[src/rtl/spi_target_if.sv]
// Byte-stream handshake between the SPI target and its local consumer/producer.
// The slave modport is the SPI target side; master is the local logic side.
interface spi_target_if;
  logic       rx_valid;
  logic [7:0] rx_data;
  logic       rx_ready;
  logic       tx_valid;
  logic [7:0] tx_data;
  logic       tx_ready;

  modport slave  (output rx_valid, rx_data, tx_ready, input  rx_ready, tx_valid, tx_data);
  modport master (input  rx_valid, rx_data, tx_ready, output rx_ready, tx_valid, tx_data);
endinterface

[src/rtl/spi_target.sv]
// SPI mode-0 target, oversampled by clk: synchronized pins, byte shifter,
// single tx holding register and a small rx FIFO with sticky error flags.
module spi_target #(
  parameter int RX_LGDEPTH = 2
) (
  input  logic         clk,
  input  logic         reset,
  input  logic         spi_clk,
  input  logic         spi_cs,
  input  logic         spi_mosi,
  output logic         spi_miso,
  spi_target_if.slave  bus,
  output logic         rx_overflow,
  output logic         tx_underrun,
  input  logic         flags_clr
);
  localparam int DEPTH = 1 << RX_LGDEPTH;
  localparam logic [RX_LGDEPTH:0]   FULL = (RX_LGDEPTH+1)'(DEPTH);
  localparam logic [RX_LGDEPTH:0]   CONE = (RX_LGDEPTH+1)'(1);
  localparam logic [RX_LGDEPTH-1:0] PONE = RX_LGDEPTH'(1);
  localparam logic [0:0] IDLE = 1'b0, ACTIVE = 1'b1;

  logic [1:0] clk_s, cs_s, mosi_s;
  logic       clk_h, cs_h;

  always_ff @(posedge clk or posedge reset) begin
    if (reset) begin
      clk_s  <= 2'b00;
      cs_s   <= 2'b11;
      mosi_s <= 2'b00;
      clk_h  <= 1'b0;
      cs_h   <= 1'b1;
    end else begin
      clk_s  <= {clk_s[0], spi_clk};
      cs_s   <= {cs_s[0], spi_cs};
      mosi_s <= {mosi_s[0], spi_mosi};
      clk_h  <= clk_s[1];
      cs_h   <= cs_s[1];
    end
  end

  logic sclk_rise, sclk_fall, cs_fall, cs_rise;
  assign sclk_rise = clk_s[1] & ~clk_h;
  assign sclk_fall = ~clk_s[1] & clk_h;
  assign cs_fall   = ~cs_s[1] & cs_h;
  assign cs_rise   = cs_s[1] & ~cs_h;

  logic [0:0] state;
  logic [2:0] bit_cnt;
  logic [7:0] sh_in, sh_out, byte_in, hold_data;
  logic       hold_full, tx_ready_q, active, start, push, push_ok, pop, load, hold_nxt;

  assign active  = (state == ACTIVE);
  assign byte_in = {sh_in[6:0], mosi_s[1]};
  // A byte boundary is the cs fall, or the fall that follows the 8th rise (counter wrapped to 0).
  assign start   = ((state == IDLE) & cs_fall) | (active & ~cs_rise & sclk_fall & (bit_cnt == 3'd0));
  assign push    = active & ~cs_rise & sclk_rise & (bit_cnt == 3'd7);
  assign load    = bus.tx_valid & tx_ready_q;
  assign hold_nxt = load | (hold_full & ~start);

  always_ff @(posedge clk or posedge reset) begin
    if (reset) begin
      state   <= IDLE;
      bit_cnt <= 3'd0;
      sh_in   <= 8'h00;
      sh_out  <= 8'h00;
    end else begin
      if (state == IDLE) begin
        if (cs_fall) begin
          state   <= ACTIVE;
          bit_cnt <= 3'd0;
        end
      end else if (cs_rise) begin
        state   <= IDLE;
        bit_cnt <= 3'd0;
      end else if (sclk_rise) begin
        sh_in   <= byte_in;
        bit_cnt <= bit_cnt + 3'd1;
      end
      if (start)                 sh_out <= hold_full ? hold_data : 8'hFF;
      else if (active & sclk_fall) sh_out <= {sh_out[6:0], 1'b0};
    end
  end

  assign spi_miso = active & sh_out[7];

  always_ff @(posedge clk or posedge reset) begin
    if (reset) begin
      hold_full  <= 1'b0;
      hold_data  <= 8'h00;
      tx_ready_q <= 1'b1;
    end else begin
      if (load) hold_data <= bus.tx_data;
      hold_full  <= hold_nxt;
      tx_ready_q <= ~hold_nxt;
    end
  end

  assign bus.tx_ready = tx_ready_q;

  logic [7:0]            mem [DEPTH];
  logic [RX_LGDEPTH-1:0] wptr, rptr;
  logic [RX_LGDEPTH:0]   cnt;

  assign bus.rx_valid = (cnt != '0);
  assign bus.rx_data  = mem[rptr];
  assign pop          = bus.rx_valid & bus.rx_ready;
  // A pop in the same cycle frees the slot, so a full FIFO still accepts the push.
  assign push_ok      = push & ((cnt != FULL) | pop);

  always_ff @(posedge clk) begin
    if (push_ok) mem[wptr] <= byte_in;
  end

  always_ff @(posedge clk or posedge reset) begin
    if (reset) begin
      wptr <= '0;
      rptr <= '0;
      cnt  <= '0;
    end else begin
      if (push_ok) wptr <= wptr + PONE;
      if (pop)     rptr <= rptr + PONE;
      if (push_ok & ~pop)      cnt <= cnt + CONE;
      else if (pop & ~push_ok) cnt <= cnt - CONE;
    end
  end

  always_ff @(posedge clk or posedge reset) begin
    if (reset) begin
      rx_overflow <= 1'b0;
      tx_underrun <= 1'b0;
    end else if (flags_clr) begin
      rx_overflow <= 1'b0;
      tx_underrun <= 1'b0;
    end else begin
      if (push & ~push_ok)    rx_overflow <= 1'b1;
      if (start & ~hold_full) tx_underrun <= 1'b1;
    end
  end
endmodule

[src/flat_wrapper.sv]
// flat-port wrapper written by rule: the top's interface ports become plain ports
module spi_target_flat 
#(
  parameter int RX_LGDEPTH = 2
)
  (clk, reset, spi_clk, spi_cs, spi_mosi, spi_miso, rx_overflow, tx_underrun, flags_clr, bus_rx_valid, bus_rx_data, bus_tx_ready, bus_rx_ready, bus_tx_valid, bus_tx_data);
  spi_target_if bus_i ();
  input  logic clk;
  input  logic reset;
  input  logic spi_clk;
  input  logic spi_cs;
  input  logic spi_mosi;
  output logic spi_miso;
  output logic rx_overflow;
  output logic tx_underrun;
  input  logic flags_clr;
  output wire logic [$bits(bus_i.rx_valid)-1:0] bus_rx_valid;
  output wire logic [$bits(bus_i.rx_data)-1:0] bus_rx_data;
  output wire logic [$bits(bus_i.tx_ready)-1:0] bus_tx_ready;
  input wire logic [$bits(bus_i.rx_ready)-1:0] bus_rx_ready;
  input wire logic [$bits(bus_i.tx_valid)-1:0] bus_tx_valid;
  input wire logic [$bits(bus_i.tx_data)-1:0] bus_tx_data;
  assign bus_rx_valid = bus_i.rx_valid;
  assign bus_rx_data = bus_i.rx_data;
  assign bus_tx_ready = bus_i.tx_ready;
  assign bus_i.rx_ready = bus_rx_ready;
  assign bus_i.tx_valid = bus_tx_valid;
  assign bus_i.tx_data = bus_tx_data;
  spi_target #(.RX_LGDEPTH(RX_LGDEPTH)) u_core (.clk(clk), .reset(reset), .spi_clk(spi_clk), .spi_cs(spi_cs), .spi_mosi(spi_mosi), .spi_miso(spi_miso), .bus(bus_i), .rx_overflow(rx_overflow), .tx_underrun(tx_underrun), .flags_clr(flags_clr));
endmodule
[config.mk]
export PLATFORM = sky130hd
export DESIGN_NAME = spi_target_flat
export DESIGN_NICKNAME = d
export VERILOG_FILES = /design/src/rtl/spi_target_if.sv /design/src/rtl/spi_target.sv /design/src/flat_wrapper.sv
export SDC_FILE = /design/constraint.sdc
export NUM_CORES = 1
export LEC_CHECK = 0
export ABC_AREA = 0
export CAP_MARGIN = 20
export CORE_MARGIN = 1.5
export CORE_UTILIZATION = 60
export CTS_CLUSTER_SIZE = 10
export DETAILED_ROUTE_END_ITERATION = 8
export PLACE_DENSITY = 0.9
export SLEW_MARGIN = 20
export SYNTH_ARGS = -nofsm -noshare
export SYNTH_HDL_FRONTEND = slang
export SYNTH_SLANG_ARGS = --single-unit
[constraint.sdc]
create_clock -name clk -period 4.4 [get_ports clk]
set_clock_uncertainty 0.1 [all_clocks]
set_input_delay 0.88 -clock clk [delete_from_list [all_inputs] [get_ports clk]]
set_output_delay 0.88 -clock clk [all_outputs]
set_load 0.05 [all_outputs]
==> impl_metrics.ini, run 1 <==
[cts]
numClockSinks = 78
cts_tree = done
numCtsBuffers = 9
max-clock-path-buffers = 2
cts_resized = 0
clock_latency_ns = 0.33
h-tree-depth = 3
cts.clk_slew.worst_paths_ns = 0.07
postCtsHoldBufs = 0
post_cts_buffers = 0
cts-root-buf = clkbuf_8

[drt]
dr.pass1.iters = 5
antenna_left = 0
vias_per_cell = 5.45
drc = 0
routedWlPerCell_microns = 15.4
drt_wl_total_microns = 4760
drt_iter0_markers = 49
dr_total_vias = 1683

[hold_path]
holdPathEnd = u_core.clk_s[1]
hold_start = u_core.clk_s[0]
holdCritPathClass = reg2reg
holdPathStages = 0

[power]
total_leakage_power_nw = 1.49
power-per-cell-area_nw_per_um2 = 608
worst_ir_drop_vdd_mv = 0.429

[floorplanning]
rows = 26
io_pins = 29
start_util_pct = 62.4
fp.dieW_microns = 76.1
die_y_microns = 76.1
die_area_sq_um = 5790
coreArea_sq_um = 5140

[timing]
min_period_ns = 3.32
grt_setup_unrepaired = no
setup_viol = 0
worstMarginPinSlew_ns = 0.910
max_freq_mhz = 301
final_hold_viol_count = 0
max_slew_margin_pct = 39.3
final.setup.tns_ns = 0
fin_crit_sh_pct = 75.5
drv_slew = 0

[global_route]
grt_start_max_net_pins = 47
track_usage_pct = 18.6
grt_pass1_vias = 1788
grt_pass1_wl_microns = 8110
grt-ovfl-total = 0
antenna_found_initial = 0

[worst_setup_path]
arrival_ns = 2.34
crit_path_max_fanout = 10
critPathRequiredTime_ns = 3.42
r2r-start = u_core.cs_h
start_kind = register
worstSetupEndpointType = output port
crit_type = reg2out
timing.rr.end = u_core.cnt[2]
r2r_cells = 9
r2r_slack_ns = 1.79

[run_status]
outcome = finished, final reports clean

[logic_synthesis]
yosysTopAreaCell = dfrtp_1
synth_top_flop_cell = dfrtp_1
ys_types = 43
synthTopCellsByCount = dfrtp_1 (42), edfxtp_1 (32), mux2_2 (16)
synth-seq-area-share_pct = 66.0
synth_cells = 200
netlist_area_sq_um = 3210
yosysTopAreaCellShare_pct = 32.8
syn_avg_cell_area_sq_um = 16.0
synthTopCellsByArea = dfrtp_1 (33%), edfxtp_1 (30%), mux2_2 (5.6%), mux4_2 (5.6%), dfstp_2 (3.3%)
synth_edf_count = 32
yosys_warnings = 0
synth_seq_cells = 78
ys_async_sr_fraction_pct = 59.0
synth.most_common_cell = dfrtp_1
synth_nets = 225

[final_layout]
post-route-util_pct = 72.2
area_growth_pct = 15.6
fill_cells = 376
fin_cells = 309
nNetsFinal = 259
antenna_cells = 0
drive_gt1_share_pct = 23.8

[place]
hpwl_microns = 3200
io_buffer_count = 28
place_congestion = 0.768
dp_cells = 293

[flow_run]
max_cap_violations = 0
-- area by class of cell --
| cell class | count | area (sq um) | area share, % |
|---|---|---|---|
| Clock inverter | 6 | 52.6 | 1.42 |
| Sequential cell | 78 | 2120 | 57.1 |
| Inverter | 8 | 30.0 | 0.809 |
| Timing Repair Buffer | 28 | 280 | 7.55 |
| Multi-Input combinational cell | 109 | 1010 | 27.4 |
| Tap cell | 70 | 87.6 | 2.36 |
| Clock buffer | 10 | 128 | 3.44 |
-- kinds of logic (layout without fill, tap and decap cells) --
| group | Yosys count | in the layout | synth area share (%) |
|---|---|---|---|
| flip-flops | 78 | 78 | 66.0 |
| AO/OA/AOI/OAI | 18 | 18 | 4.25 |
| buffers and inverters | 13 | 52 | 2.38 |
| adder cells (fa/ha/maj) | 9 | 9 | 3.74 |
| AND/OR/NAND/NOR | 44 | 44 | 8.23 |
| XOR/XNOR | 6 | 6 | 1.64 |
| multiplexers | 32 | 32 | 13.8 |
-- flip-flops by register name (all words and copies together), names as in the netlist --
| signal | cells |
|---|---|
| u_core.mem | 32 |
| u_core.hold_data | 8 |
| u_core.sh_out | 8 |
| u_core.sh_in | 7 |
| u_core.bit_cnt | 3 |
| u_core.cnt | 3 |
| u_core.clk_s | 2 |
| u_core.cs_s | 2 |
| u_core.mosi_s | 2 |
| u_core.rptr | 2 |
| u_core.wptr | 2 |
| u_core.active | 1 |
| u_core.bus.tx_ready | 1 |
| u_core.clk_h | 1 |
| u_core.cs_h | 1 |
| u_core.hold_full | 1 |
| u_core.rx_overflow | 1 |
| u_core.tx_underrun | 1 |
-- how the worst max path moves through the flow --
stage,depth (start not counted),to,startpoint,slack (ns)
floorplan,6,u_core.cnt[1],bus_rx_ready,1.86
finish,2,bus_rx_data[0],u_core.rptr[0],1.08
CTS,2,bus_rx_data[0],u_core.rptr[0],1.03
global route,2,bus_rx_data[0],u_core.rptr[0],0.98
detailed placement,9,u_core.cnt[2],bus_rx_ready,1.24
global placement,9,u_core.cnt[2],bus_rx_ready,1.31
-- stage by stage --
stage	worst slack, ns	power [W]	instance area [sq um]	hold slack (ns)
2_1_floorplan	1.86	0.00160	3210	0.231
3_3_place_gp	1.31	0.00176	3530	0.234
3_5_place_dp	1.24	0.00179	3530	0.238
4_1_cts	1.03	0.00228	3710	0.264
5_1_grt	0.976	0.00238	3710	0.268
6_report	1.08	0.00226	3710	0.261
-- layout by cell type, fill, tap and decap left out, drive strengths merged, types with 2 or more instances in the layout --
cell            n
inv             8
nand2           7
and2            5
clkbuf         10
ha              8
xnor2           4
clkinv          5
mux2           17
dfrtp          42
o21ai           5
nand2b          5
or2b            4
clkdlybuf4s50  28
nor2           10
a21oi           7
mux4            8
nand3           4
nor2b           2
mux2i           7
edfxtp         32
xor2            2
a31oi           2
dfstp           4
-- critical path, cell delays in order, from the launching register on --
cell and delay, ns:
dfrtp_1 0.71, mux4_2 0.59, clkdlybuf4s50_1 0.71
-- layer usage --
layer	track usage [%]	up-vias	routed length (microns)
met2	33.9	29	2580
met3	3.35	11	116
met1	21.2	852	1970
met5	0	-	0
li1	-	791	-
met4	8.89	0	95
-- power breakdown --
group | leakage, nW | switching (W) | total (W) | internal, W
clock | 0.0949 | 0.000230 | 0.000486 | 0.000255
sequential | 0.829 | 0.000161 | 0.00110 | 0.000935
combinational | 0.561 | 0.000348 | 0.000673 | 0.000325
total | 1.49 | 0.000739 | 0.00226 | 0.00152
No activity file was read; power rests on OpenSTA's default activity.
==> run 2, diff against run 1 <==
--- a/config.mk
+++ b/config.mk
@@ -8,10 +8,10 @@
 export ABC_AREA = 0
 export CAP_MARGIN = 20
 export CORE_MARGIN = 1.5
-export CORE_UTILIZATION = 60
+export CORE_UTILIZATION = 56
 export CTS_CLUSTER_SIZE = 10
 export DETAILED_ROUTE_END_ITERATION = 8
-export PLACE_DENSITY = 0.9
+export PLACE_DENSITY = 0.85
 export SLEW_MARGIN = 20
 export SYNTH_ARGS = -nofsm -noshare
 export SYNTH_HDL_FRONTEND = slang
==> constraint.sdc (replaced) <==
create_clock -name clk -period 3.4 [get_ports clk]
set_clock_uncertainty 0.1 [all_clocks]
set_input_delay 0.68 -clock clk [delete_from_list [all_inputs] [get_ports clk]]
set_output_delay 0.68 -clock clk [all_outputs]
set_load 0.05 [all_outputs]
==> impl_metrics.ini, run 2 (synthesis gave the netlist of run 1 again) <==
[final_layout]
fin_cells = 311
top_register = u_core.mem
largest_reg_flops = 32
antenna_cells = 0
final_common_cell = dfrtp_1
area_growth_pct = 16.5
layout_common_cells = dfrtp_1 (42), edfxtp_1 (32), clkdlybuf4s50_1 (28)
post-route-util_pct = 67.9
top_regs = u_core.mem (32), u_core.hold_data (8), u_core.sh_out (8)
drive_gt1_share_pct = 23.8
nNetsFinal = 259

[drt]
vias_per_cell = 5.43
drc = 0
drt_iter0_markers = 97
routedWlPerCell_microns = 16.0
dr.pass1.iters = 4
antenna_left = 0
drt_wl_total_microns = 4980
dr_total_vias = 1688

[cts]
h-tree-depth = 3
numCtsBuffers = 9
cts-root-buf = clkbuf_8
cts_tree = done
cts_resized = 0
clock_latency_ns = 0.35
postCtsHoldBufs = 0
cts.clk_slew.worst_paths_ns = 0.07
post_cts_buffers = 0
numClockSinks = 78
max-clock-path-buffers = 2

[flow_run]
max_cap_violations = 0

[floorplanning]
io_pins = 29
coreArea_sq_um = 5510
die_y_microns = 78.7
die_area_sq_um = 6190
start_util_pct = 58.3
fp.dieW_microns = 78.7
rows = 27

[worst_setup_path]
crit_chain = mux4_2 > clkdlybuf4s50_1
critPathRequiredTime_ns = 2.62
start_kind = register
crit_type = reg2out
slowest_stage = dfrtp_1
critical-path-max-stage-delay_ns = 0.74
crit_path_max_fanout = 10
arrival_ns = 2.40
worstSetupEndpointType = output port

[power]
total_leakage_power_nw = 1.50
worst_ir_drop_vdd_mv = 0.478
power_w = 0.00303
power-per-cell-area_nw_per_um2 = 810

[timing]
drv_slew = 0
grt_setup_unrepaired = no
final_hold_viol_count = 0
fin_crit_sh_pct = 93.6
max_freq_mhz = 314
final.setup.tns_ns = 0
setup_viol = 0
min_period_ns = 3.18
worstMarginPinSlew_ns = 0.899
max_slew_margin_pct = 40.0

[global_route]
grt_pass1_wl_microns = 8590
grt_start_max_net_pins = 47
grt-ovfl-total = 0
grt_pass1_vias = 1800
antenna_found_initial = 0
track_usage_pct = 19.3

[place]
hpwl_microns = 3330
dp_cells = 295
io_buffer_count = 28
place_congestion = 0.772

[hold_path]
holdCritPathClass = reg2reg

[run_status]
outcome = finished, final reports clean
## run 2: final timing paths
path	start	end	slack (ns)	cells past startpoint
setup / recovery	u_core.rptr[0]	bus_rx_data[2]	0.22	2
min in group asynchronous	reset	u_core.sh_in[3]	0.74	2
max in group asynchronous	reset	u_core.clk_h	1.89	2
hold reg to reg	u_core.mosi_s[0]	u_core.mosi_s[1]	0.25	0
setup reg to reg	u_core.cs_h	u_core.cnt[2]	0.78	9
hold / removal	u_core.mosi_s[0]	u_core.mosi_s[1]	0.25	0
## run 2: final cells by class
class / count / area [sq um]
sequential: 78 / 2120
fill: 401 / 1770
multi-input combinational: 109 / 1010
timing repair buffer: 28 / 280
clock buffer: 12 / 135
tap: 72 / 90.1
clock inverter: 4 / 71.3
inverter: 8 / 30.0
## run 2: power breakdown
| part | leakage (nW) | internal (W) | total, W | switching (W) |
|---|---|---|---|---|
| Sequential | 0.829 | 0.00121 | 0.00142 | 0.000214 |
| Clock | 0.105 | 0.000414 | 0.000724 | 0.000310 |
| Combinational | 0.561 | 0.000421 | 0.000880 | 0.000459 |
| Total | 1.50 | 0.00204 | 0.00303 | 0.000984 |
## run 2: layer usage
| metal | routed length, microns | vias up | global-route usage [%] |
|---|---|---|---|
| met4 | 102 | 0 | 9.29 |
| met2 | 2580 | 33 | 32.1 |
| met5 | 0 | - | 0 |
| met3 | 199 | 10 | 6.09 |
| met1 | 2100 | 858 | 23.0 |
| li1 | - | 787 | - |
## run 2: metrics by stage
stage	worst slack [ns]	area [sq um]	hold slack, ns
CTS	0.157	3740	0.253
finish	0.217	3740	0.250
detailed placement	0.389	3530	0.238
global route	0.0973	3740	0.263
global placement	0.495	3530	0.233
floorplan	1.01	3210	0.231
## run 2: worst max-delay path: cells and delay by family (launching register included)
family | cells | cell delay (ns)
buf+inv | 1 | 0.71
mux | 1 | 0.60
flops | 1 | 0.74
==> run 3, diff against run 2 <==
--- a/config.mk
+++ b/config.mk
@@ -11,7 +11,7 @@
 export CORE_UTILIZATION = 56
 export CTS_CLUSTER_SIZE = 10
 export DETAILED_ROUTE_END_ITERATION = 8
-export PLACE_DENSITY = 0.85
+export PLACE_DENSITY = 0.86
 export SLEW_MARGIN = 20
 export SYNTH_ARGS = -nofsm -noshare
 export SYNTH_HDL_FRONTEND = slang
==> impl_metrics.ini, run 3 (synthesis gave the netlist of run 1 again) <==
[timing]
worstMarginPinSlew_ns = 0.924
finalWorstSetupSlack_ns = 0.242
final_hold_viol_count = 0
setup_viol = 0
min_period_ns = 3.16
max_slew_margin_pct = 38.3
max_freq_mhz = 317
final.setup.tns_ns = 0
fin_crit_sh_pct = 92.9
grt_setup_unrepaired = no
drv_slew = 0

[global_route]
grt_start_max_net_pins = 47
grt_pass1_vias = 1729
track_usage_pct = 17.6
grt_pass1_wl_microns = 7960
grt-ovfl-total = 0
antenna_found_initial = 0

[final_layout]
finish.instance_area_sq_um = 3790
fin_cells = 311
antenna_cells = 0
area_growth_pct = 18.2
drive_gt1_share_pct = 24.7
top_register = u_core.mem
final_common_cell = dfrtp_1
nNetsFinal = 259
top_regs = u_core.mem (32), u_core.hold_data (8), u_core.sh_out (8)
layout_common_cells = dfrtp_1 (42), edfxtp_1 (32), clkdlybuf4s50_1 (28)
largest_reg_flops = 32

[worst_setup_path]
r2r_cells = 9
crit_path_max_fanout = 10
timing.rr.end = u_core.cnt[2]
r2r_slack_ns = 0.76
critPathRequiredTime_ns = 2.62
crit_type = reg2out
crit_start = u_core.rptr[0]
worstSetupEndpointType = output port
start_kind = register
arrival_ns = 2.38
r2r-start = u_core.cs_h
crit_end = bus_rx_data[7]

[drt]
dr.pass1.iters = 4
vias_per_cell = 5.32
drt_iter0_markers = 55
drt_wl_total_microns = 4690
routedWlPerCell_microns = 15.1
drc = 0
antenna_left = 0
dr_total_vias = 1655

[cts]
post_cts_buffers = 0
cts-root-buf = clkbuf_8
h-tree-depth = 3
numCtsBuffers = 9
cts_resized = 0
numClockSinks = 78
postCtsHoldBufs = 0
cts_tree = done
cts.clk_slew.worst_paths_ns = 0.07
clock_latency_ns = 0.34
max-clock-path-buffers = 2

[floorplanning]
coreArea_sq_um = 5510
rows = 27
start_util_pct = 58.3
die_y_microns = 78.7
io_pins = 29
fp.dieW_microns = 78.7
die_area_sq_um = 6190

[run_status]
outcome = finished, final reports clean

[place]
dpl_cell_area_sq_um = 3530
dp_slack_ns = 0.404
dp_cells = 295
io_buffer_count = 28
hpwl_microns = 3170
place_congestion = 0.766

[power]
worst_ir_drop_vdd_mv = 0.462
power-per-cell-area_nw_per_um2 = 835
total_leakage_power_nw = 1.52
power_w = 0.00317

[hold_path]
holdCritPathClass = reg2reg
hold_start = u_core.clk_s[0]

[flow_run]
max_cap_violations = 0
[run 3: cell count changes in the layout (fill, tap and decap cells not counted)]
cell	before	now
clkbuf_1	3	0
bufinv_16	2	4
clkinv_1	0	1
clkinvlp_4	0	1
inv_4	1	0
[run 3: layout make-up]
cell class / count / area [sq um]
Sequential cell: 78 / 2120
Fill cell: 372 / 1710
Multi-Input combinational cell: 109 / 1010
Timing Repair Buffer: 28 / 280
Clock inverter: 7 / 136
Clock buffer: 9 / 124
Tap cell: 72 / 90.1
Inverter: 8 / 30.0
[run 3: how the worst min path moves through the flow]
| stage | cells past startpoint | to | slack, ns |
|---|---|---|---|
| 2_1_floorplan | 0 | u_core.clk_s[1] | 0.23 |
| 3_3_place_gp | 0 | u_core.clk_s[1] | 0.23 |
| 3_5_place_dp | 0 | u_core.clk_s[1] | 0.24 |
| 4_1_cts | 0 | u_core.clk_s[1] | 0.25 |
| 5_1_grt | 0 | u_core.cs_s[1] | 0.26 |
| 6_report | 0 | u_core.clk_s[1] | 0.25 |
[run 3: power breakdown]
| group | switching (W) | internal (W) |
|---|---|---|
| Combinational | 0.000451 | 0.000421 |
| Clock | 0.000319 | 0.000558 |
| Sequential | 0.000207 | 0.00121 |
| Total | 0.000978 | 0.00219 |
[run 3: stage by stage]
stage / util, % / hold slack [ns]
5_1_grt: 68.9 / 0.261
4_1_cts: 68.9 / 0.255
6_report: 68.9 / 0.251
3_3_place_gp: 64.1 / 0.233
3_5_place_dp: 64.1 / 0.237
2_1_floorplan: - / 0.231
[run 3: worst max-delay path: stages (launching register included)]
cell and delay [ns]:
dfrtp_1 0.72, mux4_2 0.60, clkdlybuf4s50_1 0.71
[run 3: metal layers]
layer | vias to the layer above | wire (microns) | track usage [%]
li1 | 788 | - | -
met1 | 825 | 2070 | 21.6
met2 | 33 | 2360 | 27.8
met3 | 9 | 174 | 4.14
met4 | 0 | 85 | 11.6
met5 | - | 0 | 0
